[src/rtl/a8_bus_sampler_if.sv]
// Atari 8-bit bus pins in, qualified sysclk-domain bus events out.
interface a8_bus_sampler_if;
  logic        a8_clk;
  logic [15:0] a8_a_IN;
  logic [7:0]  a8_d_IN;
  logic        a8_rw_IN;
  logic        a8_halt_n_IN;
  logic        a8_ref_n_IN;

  logic        cyc_start;
  logic        addr_stb;
  logic [15:0] bus_addr;
  logic        bus_rw_n;
  logic        bus_dma;
  logic        bus_ref;
  logic        rd_stb;
  logic        wr_stb;
  logic [7:0]  wr_data;
  logic        cyc_err;
  logic        clk_lost;

  // master: the sampler (consumes pins, drives events); slave: downstream decode
  modport master (
    input  a8_clk, a8_a_IN, a8_d_IN, a8_rw_IN, a8_halt_n_IN, a8_ref_n_IN,
    output cyc_start, addr_stb, bus_addr, bus_rw_n, bus_dma, bus_ref,
           rd_stb, wr_stb, wr_data, cyc_err, clk_lost
  );
  modport slave (
    output a8_clk, a8_a_IN, a8_d_IN, a8_rw_IN, a8_halt_n_IN, a8_ref_n_IN,
    input  cyc_start, addr_stb, bus_addr, bus_rw_n, bus_dma, bus_ref,
           rd_stb, wr_stb, wr_data, cyc_err, clk_lost
  );
endinterface

[src/rtl/a8_bus_sampler.sv]
// Synchronises phi2 into sysclk and captures address/R-W/write data at fixed
// sysclk taps after each detected cycle start, emitting single-cycle strobes.
module a8_bus_sampler #(
  parameter int unsigned SYNC_STAGES  = 2,
  parameter int unsigned ADDR_TAP     = 18,
  parameter int unsigned WDATA_TAP    = 44,
  parameter int unsigned LOST_TIMEOUT = 255,
  parameter int unsigned CNT_W        = 8
) (
  input  logic            sysclk,
  input  logic            sys_rst_n,
  a8_bus_sampler_if.master bus
);

  typedef enum logic [1:0] {IDLE, ADDR_WAIT, DATA_WAIT, HOLD} state_t;

  state_t                 state_q;
  logic [SYNC_STAGES-1:0] sync_q;
  logic                   hist_q;
  logic [CNT_W-1:0]       cnt_q, cnt_d;
  logic                   fall;

  logic        cyc_start_q, addr_stb_q, rd_stb_q, wr_stb_q, cyc_err_q, clk_lost_q;
  logic [15:0] bus_addr_q;
  logic [7:0]  wr_data_q;
  logic        bus_rw_n_q, bus_dma_q, bus_ref_q;

  assign fall = hist_q & ~sync_q[SYNC_STAGES-1];

  always_comb begin
    cnt_d = cnt_q;
    if (fall)
      cnt_d = '0;
    else if (cnt_q != CNT_W'(LOST_TIMEOUT))
      cnt_d = cnt_q + CNT_W'(1);
  end

  always_ff @(posedge sysclk or negedge sys_rst_n) begin
    if (!sys_rst_n) begin
      state_q     <= IDLE;
      sync_q      <= '0;
      hist_q      <= 1'b0;
      cnt_q       <= '0;
      cyc_start_q <= 1'b0;
      addr_stb_q  <= 1'b0;
      rd_stb_q    <= 1'b0;
      wr_stb_q    <= 1'b0;
      cyc_err_q   <= 1'b0;
      clk_lost_q  <= 1'b0;
      bus_addr_q  <= '0;
      wr_data_q   <= '0;
      bus_rw_n_q  <= 1'b1;
      bus_dma_q   <= 1'b0;
      bus_ref_q   <= 1'b0;
    end else begin
      sync_q      <= {sync_q[SYNC_STAGES-2:0], bus.a8_clk};
      hist_q      <= sync_q[SYNC_STAGES-1];
      cnt_q       <= cnt_d;
      cyc_start_q <= fall;
      addr_stb_q  <= 1'b0;
      rd_stb_q    <= 1'b0;
      wr_stb_q    <= 1'b0;
      cyc_err_q   <= 1'b0;

      // A new cycle start outranks both the timeout and any tap due this sysclk
      if (fall) begin
        clk_lost_q <= 1'b0;
        state_q    <= ADDR_WAIT;
        if (state_q == ADDR_WAIT || state_q == DATA_WAIT)
          cyc_err_q <= 1'b1;
      end else if (cnt_q == CNT_W'(LOST_TIMEOUT)) begin
        clk_lost_q <= 1'b1;
        state_q    <= IDLE;
      end else begin
        case (state_q)
          ADDR_WAIT: begin
            if (cnt_q == CNT_W'(ADDR_TAP)) begin
              bus_addr_q <= bus.a8_a_IN;
              bus_rw_n_q <= bus.a8_rw_IN;
              bus_dma_q  <= ~bus.a8_halt_n_IN;
              bus_ref_q  <= ~bus.a8_ref_n_IN;
              addr_stb_q <= 1'b1;
              rd_stb_q   <= bus.a8_rw_IN & bus.a8_ref_n_IN;
              state_q    <= (!bus.a8_rw_IN && bus.a8_ref_n_IN) ? DATA_WAIT : HOLD;
            end
          end
          DATA_WAIT: begin
            if (cnt_q == CNT_W'(WDATA_TAP)) begin
              wr_data_q <= bus.a8_d_IN;
              wr_stb_q  <= 1'b1;
              state_q   <= HOLD;
            end
          end
          default: ;
        endcase
      end
    end
  end

  assign bus.cyc_start = cyc_start_q;
  assign bus.addr_stb  = addr_stb_q;
  assign bus.bus_addr  = bus_addr_q;
  assign bus.bus_rw_n  = bus_rw_n_q;
  assign bus.bus_dma   = bus_dma_q;
  assign bus.bus_ref   = bus_ref_q;
  assign bus.rd_stb    = rd_stb_q;
  assign bus.wr_stb    = wr_stb_q;
  assign bus.wr_data   = wr_data_q;
  assign bus.cyc_err   = cyc_err_q;
  assign bus.clk_lost  = clk_lost_q;

endmodule

[src/flat_wrapper.sv]
// flat-port wrapper written by rule: the top's interface ports become plain ports
module a8_bus_sampler_flat 
#(
  parameter int unsigned SYNC_STAGES  = 2,
  parameter int unsigned ADDR_TAP     = 18,
  parameter int unsigned WDATA_TAP    = 44,
  parameter int unsigned LOST_TIMEOUT = 255,
  parameter int unsigned CNT_W        = 8
)
  (sysclk, sys_rst_n, bus_a8_clk, bus_a8_a_IN, bus_a8_d_IN, bus_a8_rw_IN, bus_a8_halt_n_IN, bus_a8_ref_n_IN, bus_cyc_start, bus_addr_stb, bus_bus_addr, bus_bus_rw_n, bus_bus_dma, bus_bus_ref, bus_rd_stb, bus_wr_stb, bus_wr_data, bus_cyc_err, bus_clk_lost);
  a8_bus_sampler_if bus_i ();
  input  logic sysclk;
  input  logic sys_rst_n;
  input wire logic [$bits(bus_i.a8_clk)-1:0] bus_a8_clk;
  input wire logic [$bits(bus_i.a8_a_IN)-1:0] bus_a8_a_IN;
  input wire logic [$bits(bus_i.a8_d_IN)-1:0] bus_a8_d_IN;
  input wire logic [$bits(bus_i.a8_rw_IN)-1:0] bus_a8_rw_IN;
  input wire logic [$bits(bus_i.a8_halt_n_IN)-1:0] bus_a8_halt_n_IN;
  input wire logic [$bits(bus_i.a8_ref_n_IN)-1:0] bus_a8_ref_n_IN;
  output wire logic [$bits(bus_i.cyc_start)-1:0] bus_cyc_start;
  output wire logic [$bits(bus_i.addr_stb)-1:0] bus_addr_stb;
  output wire logic [$bits(bus_i.bus_addr)-1:0] bus_bus_addr;
  output wire logic [$bits(bus_i.bus_rw_n)-1:0] bus_bus_rw_n;
  output wire logic [$bits(bus_i.bus_dma)-1:0] bus_bus_dma;
  output wire logic [$bits(bus_i.bus_ref)-1:0] bus_bus_ref;
  output wire logic [$bits(bus_i.rd_stb)-1:0] bus_rd_stb;
  output wire logic [$bits(bus_i.wr_stb)-1:0] bus_wr_stb;
  output wire logic [$bits(bus_i.wr_data)-1:0] bus_wr_data;
  output wire logic [$bits(bus_i.cyc_err)-1:0] bus_cyc_err;
  output wire logic [$bits(bus_i.clk_lost)-1:0] bus_clk_lost;
  assign bus_i.a8_clk = bus_a8_clk;
  assign bus_i.a8_a_IN = bus_a8_a_IN;
  assign bus_i.a8_d_IN = bus_a8_d_IN;
  assign bus_i.a8_rw_IN = bus_a8_rw_IN;
  assign bus_i.a8_halt_n_IN = bus_a8_halt_n_IN;
  assign bus_i.a8_ref_n_IN = bus_a8_ref_n_IN;
  assign bus_cyc_start = bus_i.cyc_start;
  assign bus_addr_stb = bus_i.addr_stb;
  assign bus_bus_addr = bus_i.bus_addr;
  assign bus_bus_rw_n = bus_i.bus_rw_n;
  assign bus_bus_dma = bus_i.bus_dma;
  assign bus_bus_ref = bus_i.bus_ref;
  assign bus_rd_stb = bus_i.rd_stb;
  assign bus_wr_stb = bus_i.wr_stb;
  assign bus_wr_data = bus_i.wr_data;
  assign bus_cyc_err = bus_i.cyc_err;
  assign bus_clk_lost = bus_i.clk_lost;
  a8_bus_sampler #(.SYNC_STAGES(SYNC_STAGES), .ADDR_TAP(ADDR_TAP), .WDATA_TAP(WDATA_TAP), .LOST_TIMEOUT(LOST_TIMEOUT), .CNT_W(CNT_W)) u_core (.sysclk(sysclk), .sys_rst_n(sys_rst_n), .bus(bus_i));
endmodule
[config.mk]
export PLATFORM = sky130hd
export DESIGN_NAME = a8_bus_sampler_flat
export DESIGN_NICKNAME = d
export VERILOG_FILES = /design/src/rtl/a8_bus_sampler_if.sv /design/src/rtl/a8_bus_sampler.sv /design/src/flat_wrapper.sv
export SDC_FILE = /design/constraint.sdc
export NUM_CORES = 1
export LEC_CHECK = 0
export CORE_MARGIN = 4
export CORE_UTILIZATION = 55
export CTS_BUF_LIST = sky130_fd_sc_hd__clkbuf_8
export CTS_CLUSTER_SIZE = 40
export DETAILED_ROUTE_END_ITERATION = 6
export DONT_BUFFER_PORTS = 1
export PLACE_DENSITY_LB_ADDON = 0.25
export SYNTH_ARGS = -nofsm -noshare
export SYNTH_HDL_FRONTEND = slang
export SYNTH_SLANG_ARGS = --single-unit
[constraint.sdc]
create_clock -name sysclk -period 2 [get_ports sysclk]
set_input_delay 0.2 -clock sysclk [delete_from_list [all_inputs] [get_ports sysclk]]
set_output_delay 0.2 -clock sysclk [all_outputs]
set_load 0.02 [all_outputs]
# --- Word level (Yosys, flattened, before mapping) ---
# Cells that the tools add are included.
op_classes:
  reduce_logical: 9
  eq_ne: 8
  bitwise: 7
  add_sub_neg: 1
  mux: 24
ops:
  columns: ["cell", "n"]
  rows:
  - ["$mux W1", 17]
  - ["$mux W8", 2]
  - ["$add A8 B1 Y8 const B", 1]
  - ["$eq A8 B5 Y1 const B", 1]
  - ["$eq A8 B6 Y1 const B", 1]
  - ["$eq A8 B8 Y1 const B", 1]
  - ["$mux W2", 4]
  - ["$ne A4 B3 Y1 const B", 2]
  - ["$ne A8 B8 Y1 const B", 1]
  - ["$reduce_and A4 Y1", 2]
  - ["$not A1 Y1", 5]
  - ["$pmux W2 S2", 1]
  - ["$reduce_bool A2 Y1", 2]
  - ["$reduce_bool A4 Y1", 1]
  - ["$reduce_and A3 Y1", 1]
  - ["$and A1 B1 Y1", 2]
  - ["$eq A2 B1 Y1 const B", 1]
  - ["$eq A2 B2 Y1 const B", 1]
  - ["$logic_and A1 B1 Y1", 1]
  - ["$logic_not A1 Y1", 1]
  - ["$logic_or A1 B1 Y1", 1]
word_totals:
  inputBits: 30
  word_cells: 64
  reg_bits: 46
  out_inout_bits: 33

# --- Depth between registers and ports, before layout ---
# Gate-level depths: netlist of run 1.
depth:
  depth_word: 7
  mapped_depth: 6
  ltp_nobuf: 6

# --- Worst setup path after synthesis of run 1 ---
# OpenSTA, ideal clock, no wires.
synth_path:
  kind: "flip-flop to flip-flop"
  start: "reg u_core.cnt_q[0]"
  end: "reg u_core.wr_data_q[0], in the netlist u_core.bus.wr_data[0]"
  path_stages_with_launch: 7
  path_slack_ps: 134
  t_arrival_ps: 1741
  setup_time_ps: 125
  path_buffers: 0
  required_time_ps: 1875
  period_less_slack_ps: 1866
  path_cell_list: "dfrtp_1 inv_1 ha_1 and4b_1 nand3_2 nor4b_4 mux2_2"
synth_between:
  elab_chain_len: 3
  elab_cells_between_ends: 4
  classes_between: "eq/ne: 2; bitwise: 1; reduce/logical: 1"
synth_rtl:
  columns: ["item", "line_no", "source"]
  rows:
  - ["start, declared", "a8_bus_sampler.sv:20", "logic [CNT_W-1:0] cnt_q, cnt_d;"]
  - ["start signal, assigned", "a8_bus_sampler.sv:58", "cnt_q <= cnt_d;"]
  - ["$eq A8 B8 Y1", "a8_bus_sampler.sv:71", "end else if (cnt_q == CNT_W'(LOST_TIMEOUT)) begin"]
  - ["$not A1 Y1 (no line)", null, null]
  - ["$reduce_and A4 Y1 (no line) (*)", null, null]
  - ["end signal, assigned", "a8_bus_sampler.sv:89", "wr_data_q <= bus.a8_d_IN;"]
  - ["end, declared", "a8_bus_sampler.sv:25", "logic [7:0] wr_data_q;"]
# Every way passes the cells marked *; elsewhere a longest branch is shown, timed or not.
# A chain may end at the register's enable or synchronous reset.

# --- Worst setup path after layout of run 1 ---
layout_path:
  start: "reg u_core.cnt_q[1]"
  end: "reg u_core.bus_addr_q[13], in the netlist u_core.bus.bus_addr[13]"
layout_between:
  elab_chain_len: 3
  elab_cells_between_ends: 4
  classes_between: "eq/ne: 2; bitwise: 1; reduce/logical: 1"
layout_rtl:
  columns: ["item", "line_no", "source"]
  rows:
  - ["$eq A8 B8 Y1", "a8_bus_sampler.sv:71", null]
  - ["$not A1 Y1 (no line)", null, null]
  - ["$reduce_and A4 Y1 (no line) (*)", null, null]
  - ["end signal, assigned", "a8_bus_sampler.sv:78", "bus_addr_q <= bus.a8_a_IN;"]
  - ["end, declared", "a8_bus_sampler.sv:24", "logic [15:0] bus_addr_q;"]
# Marks and branches as above.

==> results_dict.tcl, run 1 <==
set metrics [dict create \
    drt_iter0_markers 42 \
    power_leakage_nw 1.05 \
    synth_cell_types 33 \
    htree_levels 2 \
    top_level_ports 63 \
    reg2reg_slack_ns 0.04 \
    clock_path_buffers 2 \
    viasPerCell 5.87 \
    vias 1185 \
    wl_per_cell_um 19.0 \
    wl_um 3840 \
    multi_input_area_sq_um 707 \
    ir_drop_mv 0.669 \
    instances_no_fill 202 \
    numCtsBuffers 5 \
    initial_core_util 0.568 \
    ant_nets 0 \
    dp_slack_ns 0.0364 \
    holdCritStartpoint "bus_a8_a_IN[7]" \
    fill_cells 257 \
    hold_path.class "primary input to register" \
    cp-end-kind "register" \
    slew_headroom 0.529 \
    rr_startpoint "u_core.cnt_q[1]" \
    clk_latency_ns 0.29 \
    cp.required_ns 2.18 \
    antennaDiodeCount 0 \
    hold_viol_final 0 \
    startpoint "u_core.cnt_q[1]" \
    die_area_sq_mm 0.00445 \
    hpwl_um 2580 \
    gp_congestion 0.992 \
    remaining_drc_errors 0 \
    grt_pass1_vias 1257 \
    die_height_um 66.7 \
    ys_seq_area_frac 0.608 \
    skew_ns 0.00600 \
    firstDrtPassIters 4 \
    cts.sinks 46 \
    antenna_found_initial 0 \
    path_clk_slew_ns 0.08 \
    synth-seq-cells 46 \
    syn_to_final_growth_pct 15.4 \
    synth_area_leaders "dfrtp_1 59%, mux2_2 14%, ha_1 3.3%" \
    portBuffers 0 \
    period_minus_slack_ns 1.96 \
    yosysTopAreaCell "dfrtp_1" \
    rsz0062_at_grt "true" \
    dpl.cell_count 186 \
    grt_pass1_wl_um 6150 \
    grt_max_degree 47 \
    drive_gt1_frac 0.314 \
    syn-instance-count 141 \
    fp-row-count 21 \
    power_density_mw_per_mm2 991 \
    avgSynthCellArea_sq_um 13.4 \
    critPathKind "register to register" \
    tritoncts "done" \
    cap_viol_max_count 0 \
    grt_overflow 0 \
    ys_warn_count 0 \
    finalSetupViolCount 0 \
    grt_use_total 0.188 \
    synth_top_area_frac 0.594 \
    outcome "completed" \
    fmax_mhz 510 \
    critPathArrivalTime_ns 2.14 \
    cts.root.buffer_cell "clkbuf_8" \
    slew_violations 0 \
    worst_slew_pin_slew_ns 0.689 \
    synthesis.nets 176 \
    finalNetCount 190 \
    coreArea_sq_mm 0.00334 \
    worst_slack_ns 0.0382 \
    die_w_um 66.7 \
    crit_fanout 21 \
    start_kind "register" \
    syn_area_sq_mm 0.00190 \
    regArea_sq_mm 0.00115 \
    fin_crit_sh 0.981 \
]
-- power by group --
| part | total [mW] | internal [mW] | switching, mW |
|---|---|---|---|
| clock | 0.680 | 0.374 | 0.305 |
| sequential | 1.26 | 1.05 | 0.216 |
| combinational | 0.227 | 0.118 | 0.109 |
| total | 2.17 | 1.54 | 0.630 |
-- worst max-delay path: stages (launching register included) --
cell and delay, ns:
dfrtp_1 0.45, ha_1 0.28, nand3_1 0.19, nor2_4 0.10, nor3_2 0.26, buf_12 0.21, mux2_2 0.35
-- repair_timing --
item	CTS	global route
resized for setup	0	8
hold buffers	5	0
hold endpoints to repair	49	0
setup endpoints to repair	0	24
setup buffers	0	2
-- logic make-up after synthesis --
family	Yosys count	synth area share
adder cells (fa/ha/maj)	5	0.0330
flip-flops	46	0.608
XOR/XNOR	3	0.0139
AO/OA/AOI/OAI	13	0.0455
AND/OR/NAND/NOR	34	0.109
buffers and inverters	13	0.0317
multiplexers	27	0.159
-- synthesized netlist by cell type (all sizes together) --
| master | count |
|---|---|
| nor3b | 1 |
| a31oi | 4 |
| and3 | 2 |
| xnor2 | 3 |
| nor2 | 12 |
| o21ai | 3 |
| nand3 | 3 |
| ha | 5 |
| a22o | 1 |
| nor3 | 4 |
| nand2b | 2 |
| a2111oi | 1 |
| nor4b | 2 |
| and4 | 1 |
| a211oi | 2 |
| mux2i | 2 |
| inv | 8 |
| nand2 | 3 |
| a21oi | 1 |
| and4b | 1 |
| buf | 5 |
| dfstp | 1 |
| dfrtp | 45 |
| nand4 | 3 |
| mux2 | 25 |
| a22oi | 1 |
-- sequential cells by signal (all words and copies together), names as in the netlist --
signal / cells
u_core.bus.cyc_err: 1
u_core.bus.wr_data: 8
u_core.bus.addr_stb: 1
u_core.bus.rd_stb: 1
u_core.state_q: 2
u_core.bus.clk_lost: 1
u_core.bus.cyc_start: 1
u_core.bus.bus_rw_n: 1
u_core.hist_q: 1
u_core.bus.bus_addr: 16
u_core.bus.bus_ref: 1
u_core.bus.bus_dma: 1
u_core.cnt_q: 8
u_core.sync_q: 2
u_core.bus.wr_stb: 1
-- cell type report --
cell class	count	share of cell area
flip-flops and latches	46	0.527
multi-input cells	82	0.323
repair buffers	12	0.0589
clock buffers	5	0.0314
well taps	46	0.0263
clock inverters	3	0.0200
inverters	8	0.0137
-- per-stage QoR --
step | power (mW) | util | TNS (ns) | area [sq um] | hold WS (ns)
global route | 2.27 | 0.656 | -0.221 | 2190 | 0.0368
finish | 2.17 | 0.656 | 0 | 2190 | 0.0398
global placement | 1.42 | 0.589 | 0 | 1970 | -0.0946
CTS | 2.15 | 0.641 | 0 | 2140 | 0.0354
detailed placement | 1.44 | 0.589 | 0 | 1970 | -0.0943
floorplan | 1.38 | - | 0 | 1900 | -0.0956
-- layout by cell type, fill, tap and decap left out, drive strengths merged, types with 2 or more instances in the layout --
cell type,instances
a211oi,2
a31oi,4
and3,2
buf,8
clkbuf,5
dfrtp,45
dlygate4sd3,4
ha,5
inv,9
mux2,25
mux2i,2
nand2,3
nand2b,2
nand3,3
nand4,3
nor2,12
nor3,4
nor4b,2
o21ai,3
xnor2,3
-- final timing paths --
check / endpoint / cells past startpoint
worst max-delay path: u_core.bus.bus_addr[13] / 6
worst min-delay path: u_core.bus.bus_addr[7] / 1
worst max register to register: u_core.bus.bus_addr[13] / 6
worst min register to register: u_core.sync_q[1] / 0
max in group asynchronous: u_core.bus.bus_rw_n / 2
min in group asynchronous: u_core.sync_q[1] / 2
-- routing by layer --
layer / up-vias / part of all wire / GRT usage
li1: 521 / - / -
met1: 577 / 0.36 / 0.210
met2: 71 / 0.51 / 0.312
met3: 16 / 0.092 / 0.0759
met4: 0 / 0.033 / 0.0863
met5: - / 0 / 0
(Power assumes the default switching activity.)
==> run 2, diff against run 1 <==
Settings changed: CORE_MARGIN 4 to not set, CTS_CLUSTER_SIZE 40 to 20.
==> results_dict.tcl, run 2 (synthesis results as in run 1) <==
set metrics [dict create \
    start_kind "register" \
    gp_congestion 0.918 \
    cp-end-kind "register" \
    power_leakage_nw 1.02 \
    remaining_drc_errors 0 \
    critPathArrivalTime_ns 2.06 \
    outcome "completed" \
    critPathKind "register to register" \
    grt_use_total 0.211 \
    tns_ns 0 \
    finalSetupViolCount 0 \
    slew_violations 0 \
    grt_pass1_vias 1207 \
    syn_to_final_growth_pct 10.8 \
    mostFrequentLayoutCells "45 x dfrtp_1, 23 x mux2_2, 11 x nor2_1, 9 x inv_1" \
    rsz0062_at_grt "false" \
    numCtsBuffers 5 \
    cap_viol_max_count 0 \
    grt_max_degree 47 \
    cpMaxStageDelayCell "dfrtp_1" \
    worst_slew_pin_slew_ns 0.553 \
    period_minus_slack_ns 1.87 \
    wl_per_cell_um 16.8 \
    cp.required_ns 2.19 \
    die_area_sq_mm 0.00369 \
    mostFrequentLayoutCell "dfrtp_1" \
    dp_slack_ns 0.0953 \
    slew_headroom 0.622 \
    initial_core_util 0.601 \
    top_level_ports 63 \
    grt_overflow 0 \
    firstDrtPassIters 3 \
    portBuffers 0 \
    fp-row-count 20 \
    fill_cells 255 \
    cts.sinks 46 \
    ir_drop_mv 0.543 \
    path_cells "inv_1 -> ha_1 -> and4b_1 -> nand3_2 -> nor4b_4 -> buf_6 -> mux2_2" \
    skew_ns 0.00793 \
    finalNetCount 187 \
    antennaDiodeCount 0 \
    path_clk_slew_ns 0.08 \
    hold_path.class "primary input to register" \
    ant_nets 0 \
    htree_levels 2 \
    slowest_delay_ns 0.41 \
    fin_crit_sh 0.937 \
    fmax_mhz 534 \
    die_w_um 60.7 \
    clock_path_buffers 2 \
    vias 1111 \
    crit_fanout 9 \
    cts_setup_buffers 0 \
    antenna_found_initial 0 \
    viasPerCell 5.67 \
    tritoncts "done" \
    largest_register_ffs 16 \
    hold_viol_final 0 \
    clk_latency_ns 0.30 \
    drive_gt1_frac 0.263 \
    grt_pass1_wl_um 5420 \
    coreArea_sq_mm 0.00315 \
    wl_um 3290 \
    cts.root.buffer_cell "clkbuf_8" \
    hpwl_um 2290 \
    worst_slack_ns 0.126 \
    drt_iter0_markers 23 \
    die_height_um 60.7 \
    power_density_mw_per_mm2 937 \
]
run 2: cell types whose count changed in the layout (fill, tap and decap cells not counted), sizes merged:
cell      previous run  this run
buf                  8         5
clkinvlp             0         1
clkinv               1         0
bufinv               1         0
run 2: path summary, 6_finish.rpt:
path | startpoint | end | slack (ns) | cells after the start
max | u_core.cnt_q[0] | u_core.bus.wr_data[2] | 0.13 | 7
min | bus_a8_a_IN[7] | u_core.bus.bus_addr[7] | 0.03 | 1
max reg2reg | u_core.cnt_q[0] | u_core.bus.wr_data[2] | 0.13 | 7
min reg2reg | u_core.sync_q[0] | u_core.sync_q[1] | 0.37 | 0
max in group asynchronous | sys_rst_n | u_core.bus.bus_rw_n | 1.37 | 2
min in group asynchronous | sys_rst_n | u_core.bus.bus_addr[11] | 0.36 | 2
run 2: power breakdown:
| part | switching [mW] | leakage [nW] | internal [mW] |
|---|---|---|---|
| Combinational | 0.0914 | 0.366 | 0.100 |
| Sequential | 0.201 | 0.608 | 1.05 |
| Clock | 0.294 | 0.0414 | 0.235 |
| Total | 0.586 | 1.02 | 1.38 |
run 2: repair_timing:
item,4_1_cts,5_1_grt
gates resized for setup,0,2
endpoints found under the setup margin,0,10
hold endpoints to repair,49,0
hold buffers,5,0
run 2: per-stage QoR:
step                cells  hold slack (ns)  cell area (sq um)  power (mW)   util
finish                196           0.0312               2100        1.97  0.666
global placement      184          -0.0948               1950        1.41  0.619
CTS                   196           0.0268               2090        1.98  0.663
global route          196           0.0184               2100        2.07  0.666
floorplan             141          -0.0956               1900        1.38      -
detailed placement    184          -0.0947               1950        1.43  0.619
run 2: area by class of cell:
type                            count  area [sq um]  area share
Sequential cell                    46          1150       0.549
Multi-Input combinational cell     82           688       0.328
Timing Repair Buffer                9          93.8      0.0447
Clock buffer                        5          68.8      0.0328
Tap cell                           44          55.1      0.0262
Inverter                            8          30.0      0.0143
Clock inverter                      2          11.3     0.00536
run 2: routing by layer:
metal	vias to the layer above	track usage	wire length (um)
met3	6	0.0704	222
met4	0	0.0942	53
met2	41	0.363	1720
met1	553	0.241	1300
li1	511	-	-
met5	-	0	0
run 2: worst max-delay path, delay by kind of cell, from the launching register on:
family | cells | cell delay, ns
adders and majority gates | 1 | 0.15
muxes | 1 | 0.34
DFF | 1 | 0.41
buffers and inverters | 2 | 0.30
and+or+nand+nor | 3 | 0.56
==> run 3, diff against run 2 <==
==> constraint.sdc (replaced) <==
create_clock -name sysclk -period 2 [get_ports sysclk]
set_input_delay 0.4 -clock sysclk [delete_from_list [all_inputs] [get_ports sysclk]]
set_output_delay 0.4 -clock sysclk [all_outputs]
set_load 0.005 [all_outputs]
==> results_dict.tcl, run 3 (synthesis results as in run 1) <==
set metrics [dict create \
    portBuffers 0 \
    grt_overflow 0 \
    hpwl_um 2290 \
    die_area_sq_mm 0.00369 \
    antenna_found_initial 0 \
    cp-end-kind "register" \
    regArea_sq_mm 0.00115 \
    firstDrtPassIters 4 \
    path_clk_slew_ns 0.08 \
    coreArea_sq_mm 0.00315 \
    ant_nets 0 \
    clock_path_buffers 2 \
    gp_congestion 0.918 \
    slew_headroom 0.623 \
    slew_violations 0 \
    htree_levels 2 \
    syn_to_final_growth_pct 9.17 \
    drt_iter0_markers 20 \
    fp-row-count 20 \
    skew_ns 0.00784 \
    cap_viol_max_count 0 \
    vias 1114 \
    remaining_drc_errors 0 \
    design_area_sq_mm 0.00207 \
    critPathKind "register to register" \
    rsz0062_at_grt "false" \
    hold_path.class "primary input to register" \
    mostFrequentLayoutCells "45 x dfrtp_1, 23 x mux2_2, 11 x nor2_1, 9 x inv_1" \
    reg2reg_slack_ns 0.13 \
    mostFrequentLayoutCell "dfrtp_1" \
    power_density_mw_per_mm2 902 \
    power_leakage_nw 1.00 \
    fin_crit_sh 0.937 \
    cts.sinks 46 \
    grt_use_total 0.204 \
    worst_slew_pin_slew_ns 0.551 \
    crit_fanout 9 \
    fmax_mhz 533 \
    drive_gt1_frac 0.268 \
    dpl.cell_count 184 \
    holdCritStartpoint "bus_a8_clk" \
    viasPerCell 5.77 \
    wl_per_cell_um 16.6 \
    numCtsBuffers 5 \
    grt_max_degree 47 \
    rr_startpoint "u_core.cnt_q[0]" \
    top_level_ports 63 \
    die_w_um 60.7 \
    initial_core_util 0.601 \
    grt_pass1_wl_um 5250 \
    critPathArrivalTime_ns 2.06 \
    hold_viol_final 0 \
    die_height_um 60.7 \
    start_kind "register" \
    ir_drop_mv 0.528 \
    fill_cells 262 \
    cp.required_ns 2.19 \
    cts.root.buffer_cell "clkbuf_8" \
    antennaDiodeCount 0 \
    place_area_sq_mm 0.00195 \
    tns_ns 0 \
    grt_pass1_vias 1190 \
    wl_um 3210 \
    largest_register_ffs 16 \
    finalSetupViolCount 0 \
    clk_latency_ns 0.30 \
    startpoint "u_core.cnt_q[0]" \
    period_minus_slack_ns 1.87 \
    outcome "completed" \
    finalNetCount 184 \
    instances_no_fill 193 \
    tritoncts "done" \
    multi_input_area_sq_um 688 \
]
-- run 3: cell count changes in the layout (fill, tap and decap cells not counted), sizes merged --
cell	change
dlygate4sd3	-3
-- run 3: final cells by class --
class | instances | area share
Multi-Input combinational cell | 82 | 0.333
Clock inverter | 2 | 0.00544
Clock buffer | 5 | 0.0333
Inverter | 8 | 0.0145
Timing Repair Buffer | 6 | 0.0308
Sequential cell | 46 | 0.557
Tap cell | 44 | 0.0266
-- run 3: report_power, final --
part / internal, mW / switching, mW
registers: 1.05 / 0.105
logic: 0.0971 / 0.0894
clock network: 0.234 / 0.293
total: 1.38 / 0.487
-- run 3: final timing paths --
kind / end / cells past startpoint
worst max-delay path: u_core.bus.wr_data[2] / 7
worst min-delay path: u_core.sync_q[0] / 0
worst max register to register: u_core.bus.wr_data[2] / 7
worst min register to register: u_core.sync_q[1] / 0
max in group asynchronous: u_core.bus.bus_rw_n / 2
min in group asynchronous: u_core.bus.bus_dma / 2
-- run 3: worst max-delay path, cell delays in order (launching register included) --
cell and delay, ns:
dfrtp_1 0.41, inv_1 0.13, ha_1 0.15, and4b_1 0.21, nand3_2 0.11, nor4b_4 0.24, buf_6 0.17, mux2_2 0.34
-- run 3: stage by stage --
stage	setup slack, ns	utilization	hold slack (ns)	power (mW)
floorplan	0.134	-	0.104	1.28
global placement	0.158	0.619	0.105	1.32
detailed placement	0.0953	0.619	0.105	1.34
CTS	0.0836	0.654	0.120	1.88
global route	0.00715	0.656	0.113	1.97
finish	0.125	0.656	0.127	1.87
-- run 3: repair_timing --
item | CTS | global route
setup endpoints to repair | 0 | 9
hold endpoints to repair | 46 | 0
buffers inserted | 0 | 0
gates resized for setup | 0 | 2
hold buffers | 2 | 0
-- run 3: layer usage --
layer | wire length [um] | global-route usage | part of all wire | vias to the layer above
li1 | - | - | - | 507
met1 | 1250 | 0.229 | 0.39 | 557
met2 | 1670 | 0.350 | 0.52 | 44
met3 | 238 | 0.0704 | 0.074 | 6
met4 | 53 | 0.0942 | 0.017 | 0
met5 | 0 | 0 | 0 | -
